## config.mk

```make
export PLATFORM = sky130hd
export DESIGN_NAME = l2cache_control
export DESIGN_NICKNAME = d
export VERILOG_FILES = /design/src/rtl/l2cache_control.sv
export SDC_FILE = /design/constraint.sdc
export NUM_CORES = 1
export LEC_CHECK = 0
export CORE_MARGIN = 1.5
export CORE_UTILIZATION = 31
export DETAILED_ROUTE_END_ITERATION = 6
export PLACE_DENSITY = 0.91
export SYNTH_ARGS = -nofsm -noshare
export SYNTH_HDL_FRONTEND = slang
export SYNTH_SLANG_ARGS = --single-unit
```

## constraint.sdc

```tcl
create_clock -name clk -period 5.5 [get_ports clk]
set_clock_uncertainty 0.15 [all_clocks]
set_input_delay 1.65 -clock clk [delete_from_list [all_inputs] [get_ports clk]]
set_output_delay 1.65 -clock clk [all_outputs]
set_load 0.02 [all_outputs]
```

## src/rtl/l2cache_control.sv

```systemverilog
// L2 cache controller FSM: hit check, dirty write-back and line refill sequencing.
// Defining L2_PERF_CNT_EN adds saturating hit/miss performance counters.
module l2cache_control (
  input  logic        clk,
  input  logic        rst,
  input  logic        mem_read,
  input  logic        mem_write,
  output logic        mem_resp,
  output logic        pmem_read,
  output logic        pmem_write,
  input  logic        pmem_resp,
  input  logic        hit,
  input  logic        dirty,
  input  logic        valid,
  input  logic        valid_lru_way,
  output logic        way_sel_method,
  output logic        load_line_data,
  output logic        load_valid,
  output logic        load_wdata_reg,
  output logic        load_dirty,
  output logic        load_LRU,
  output logic        line_datain_sel,
  output logic        valid_in,
  output logic        dirty_in,
  output logic        address_sel,
  output logic [31:0] hit_count,
  output logic [31:0] miss_count
);

  localparam logic [1:0] IDLE       = 2'd0;
  localparam logic [1:0] CHECK      = 2'd1;
  localparam logic [1:0] WRITE_BACK = 2'd2;
  localparam logic [1:0] ALLOCATE   = 2'd3;

  logic [1:0] state_q, state_d;

  // The victim decision only needs valid_lru_way; the hit-way valid bit is carried for the datapath.
  logic unusedValid;
  assign unusedValid = valid;

  always_ff @(posedge clk) begin
    if (rst) state_q <= IDLE;
    else     state_q <= state_d;
  end

  // Outputs are forced low while reset is asserted, even before the state register has cleared.
  always_comb begin
    state_d         = state_q;
    mem_resp        = 1'b0;
    pmem_read       = 1'b0;
    pmem_write      = 1'b0;
    way_sel_method  = 1'b0;
    load_line_data  = 1'b0;
    load_valid      = 1'b0;
    load_wdata_reg  = 1'b0;
    load_dirty      = 1'b0;
    load_LRU        = 1'b0;
    line_datain_sel = 1'b0;
    valid_in        = 1'b0;
    dirty_in        = 1'b0;
    address_sel     = 1'b0;
    if (!rst) begin
      case (state_q)
        IDLE: begin
          if (mem_read || mem_write) state_d = CHECK;
        end
        CHECK: begin
          if (hit) begin
            mem_resp = 1'b1;
            load_LRU = 1'b1;
            // A simultaneous read and write is serviced as a write.
            if (mem_write) begin
              load_line_data  = 1'b1;
              line_datain_sel = 1'b1;
              load_dirty      = 1'b1;
              dirty_in        = 1'b1;
              load_valid      = 1'b1;
              valid_in        = 1'b1;
            end
            state_d = IDLE;
          end else if (valid_lru_way && dirty) begin
            state_d = WRITE_BACK;
          end else begin
            state_d = ALLOCATE;
          end
        end
        WRITE_BACK: begin
          pmem_write     = 1'b1;
          address_sel    = 1'b1;
          way_sel_method = 1'b1;
          if (pmem_resp) state_d = ALLOCATE;
        end
        ALLOCATE: begin
          pmem_read      = 1'b1;
          way_sel_method = 1'b1;
          if (pmem_resp) begin
            load_line_data = 1'b1;
            load_valid     = 1'b1;
            valid_in       = 1'b1;
            load_dirty     = 1'b1;
            state_d        = CHECK;
          end
        end
        default: state_d = IDLE;
      endcase
    end
  end

`ifdef L2_PERF_CNT_EN
  logic [31:0] hit_count_q, miss_count_q;

  // Every CHECK either hits (and returns to IDLE) or misses, so each CHECK bumps exactly one counter.
  always_ff @(posedge clk) begin
    if (rst) begin
      hit_count_q  <= '0;
      miss_count_q <= '0;
    end else if (state_q == CHECK) begin
      if (hit && (hit_count_q != 32'hFFFF_FFFF))
        hit_count_q <= hit_count_q + 32'd1;
      if (!hit && (miss_count_q != 32'hFFFF_FFFF))
        miss_count_q <= miss_count_q + 32'd1;
    end
  end

  assign hit_count  = rst ? 32'd0 : hit_count_q;
  assign miss_count = rst ? 32'd0 : miss_count_q;
`else
  assign hit_count  = 32'd0;
  assign miss_count = 32'd0;
`endif

endmodule
```

==> impl_results.md <==
- Status: finished clean
- Post-Place Cells: 149
- R2r endpoint: state_q[0]
- Crit-path most repeated cell: clkdlybuf4s50_1
- Top Registers: state_q: 2 flops
- Drt initial violations: 5
- Wire per inst: 6.80 um
- Largest net degree at the start of global routing: 7
- Clk sinks: 2
- Synth cell types: 17
- Multi-input logic area: 459 um^2
- Crit end category: primary output
- Total design power: 0.124 mW
- Diode count: 0
- CTS tree: built
- Pwr dens: 161 nW/um^2
- Final Max Slew Viols: 0
- Post-Synthesis Cells: 106
- Routed Wire Length: 1030 um
- FF+latch area: 40.0 um^2
- RSZ-0062 raised after global routing: no
- Worst hold path type: register to register
- Worst Setup EP: valid_in
- Synthesis-stage register bit count: 2
- Core Box Area: 2480 um^2
- CP peak stage delay: 0.65 ns
- Clock Tree Buf Depth: 2
- Dpl ws: 0.327 ns
- Remaining Overflow, GRT: 0
- Final GP Congestion: 0.772
- Row cnt: 18
- Io pins: 86
- Synthesis-to-layout area growth: -4.34%
- Hpwl dp: 881 um
- GRT Util Overall: 6.17%
- Crit Reg-Reg Startpoint: state_q[0]
- Initial antenna violation count: 0
- Clock Root Buffer: clkbuf_4
- Routed Antenna Nets: 0
- CTS Hold Buffers Added: 0
- Seq/Total Area, Yosys: 4.96%
- Via-to-Cell Ratio: 3.16
- First-pass GRT wire length: 1170 um
- P_leak: 0.428 nW
- Final Cycle Share: 93.6%
- Post-synthesis area per instance: 7.61 um^2
- Final net count: 139
- Share of cells above drive strength 1: 5.74%
- Largest Register: state_q
- Post-layout minimum cycle time: 5.15 ns
- Via count: 481
- Reg2Reg Setup Slack: 3.81 ns
- Endpoints failing hold: 0
- CP required: 3.70 ns
- Critical setup path kind: primary input to primary output
- Setup TNS: 0 ns
- CTS resizes: 0
- Finished Layout Cells: 152
- Worst Hold Depth: 2
- Worst VDD drop: 0.0448 mV
- Fmax: 194 MHz
- Yosys warns: 0
- Residual DRC: 0
- Die Y: 54.0 um
- Die width: 54.0 um
- Vias in the first global route: 311
- Number of port buffers: 19
- Critical path fanouts, max: 6
- Fillers: 277
- Top-area cell type share of the netlist area: 66.0%
- Crit path from: rst
- Worst Path Arrival: 3.35 ns
- Post-Synthesis Cell Area: 807 um^2
- CP Cell Sequence: clkdlybuf4s50_1 > buf_4 > nor2b_1 > a21oi_1 > nor2_1 > clkdlybuf4s50_1
- Yosys top cell by area: buf_4
- # setup viols final: 0
- Critical Path Source Type: primary input
- Worst Reg-to-Reg Cells: 5
- Die area: 2920 um^2
- CTS Buf Count: 3
- Clock latency at the later pin of the worst-skew pair: 0.22 ns
- # H-tree levels: 1
- Final Worst Setup Slack: 0.353 ns
- Area contributors post-synth: buf_4 66%, ha_1 9.3%, dfxtp_1 5.0%
- Largest register FFs: 2
- Clock transition at path regs: 0.03 ns
- First-pass DRT Iterations: 4
- Postcts setup bufs: 0
- Initial Util: 32.6%
- Max-cap violations: 0
- CP max-delay cell: clkdlybuf4s50_1
[metrics by stage]
stage          util [%]  hold WS, ns  instance area (um^2)
6_report           31.2        0.380                   772
5_1_grt            31.2        0.425                   772
4_1_cts            31.2        0.386                   772
3_5_place_dp       30.3        0.381                   749
3_3_place_gp       30.3        0.375                   749
2_1_floorplan         -        0.350                  1050
[kinds of logic (layout without fill, tap and decap cells)]
logic type	Yosys count	in the layout	share of synthesized area (%)
AND/OR/NAND/NOR	15	15	10.4
AO/OA/AOI/OAI	6	6	5.74
other	1	65	0.465
buffers and inverters	75	27	67.9
flip-flops	2	2	4.96
multiplexers	1	1	1.24
adder cells (fa/ha/maj)	6	6	9.30
[critical path, delay by kind of cell]
family	cells	cell delay, ns
simple gates	2	0.34
compound gates	1	0.08
buf+inv	3	1.28
[layout by cell type, fill, tap and decap left out]
master / n
a21oi_1: 2
a311oi_1: 1
a311oi_2: 1
and4b_2: 1
buf_4: 1
clkbuf_4: 3
clkdlybuf4s50_1: 19
conb_1: 65
dfxtp_1: 2
ha_1: 6
inv_1: 4
mux2i_1: 1
nand2_1: 3
nand2b_1: 1
nor2_1: 5
nor2b_1: 4
o21ai_0: 1
o21bai_1: 1
or3b_4: 1
[layout make-up]
class	instances	share of cell area, %
Clock buffer	3	2.92
Inverter	4	1.94
Multi-Input combinational cell	93	59.5
Sequential cell	2	5.19
Tap cell	30	4.86
Timing Repair Buffer	20	25.6
[report_power, final]
part           internal (mW)  switching, mW  leakage, nW
registers             0.0162        0.00251       0.0165
logic                 0.0181         0.0546        0.398
clock network         0.0241        0.00846       0.0138
[synth_stat cells (all sizes together)]
| cell | instances |
|---|---|
| buf | 71 |
| ha | 6 |
| nor2 | 5 |
| inv | 4 |
| nor2b | 4 |
| nand2 | 3 |
| a21oi | 2 |
| a311oi | 2 |
| dfxtp | 2 |
| and4b | 1 |
| conb | 1 |
| mux2i | 1 |
| nand2b | 1 |
| o21ai | 1 |
| o21bai | 1 |
| or3b | 1 |
[metal layers]
metal / up-vias / GRT usage, % / share of wire [%]
met5: - / 0 / 0
met2: 52 / 12.8 / 56
met1: 203 / 3.44 / 26
li1: 226 / - / -
met3: 0 / 3.33 / 18
met4: 0 / 5.00 / 0
[worst min-delay path by stage]
stage	from	slack, ns	to
floorplan	state_q[1]	0.35	state_q[1]
global placement	state_q[1]	0.38	state_q[1]
detailed placement	state_q[1]	0.38	state_q[1]
CTS	state_q[1]	0.39	state_q[1]
global route	state_q[1]	0.43	state_q[1]
finish	state_q[1]	0.38	state_q[1]
No activity file was read; power rests on OpenSTA's default activity.
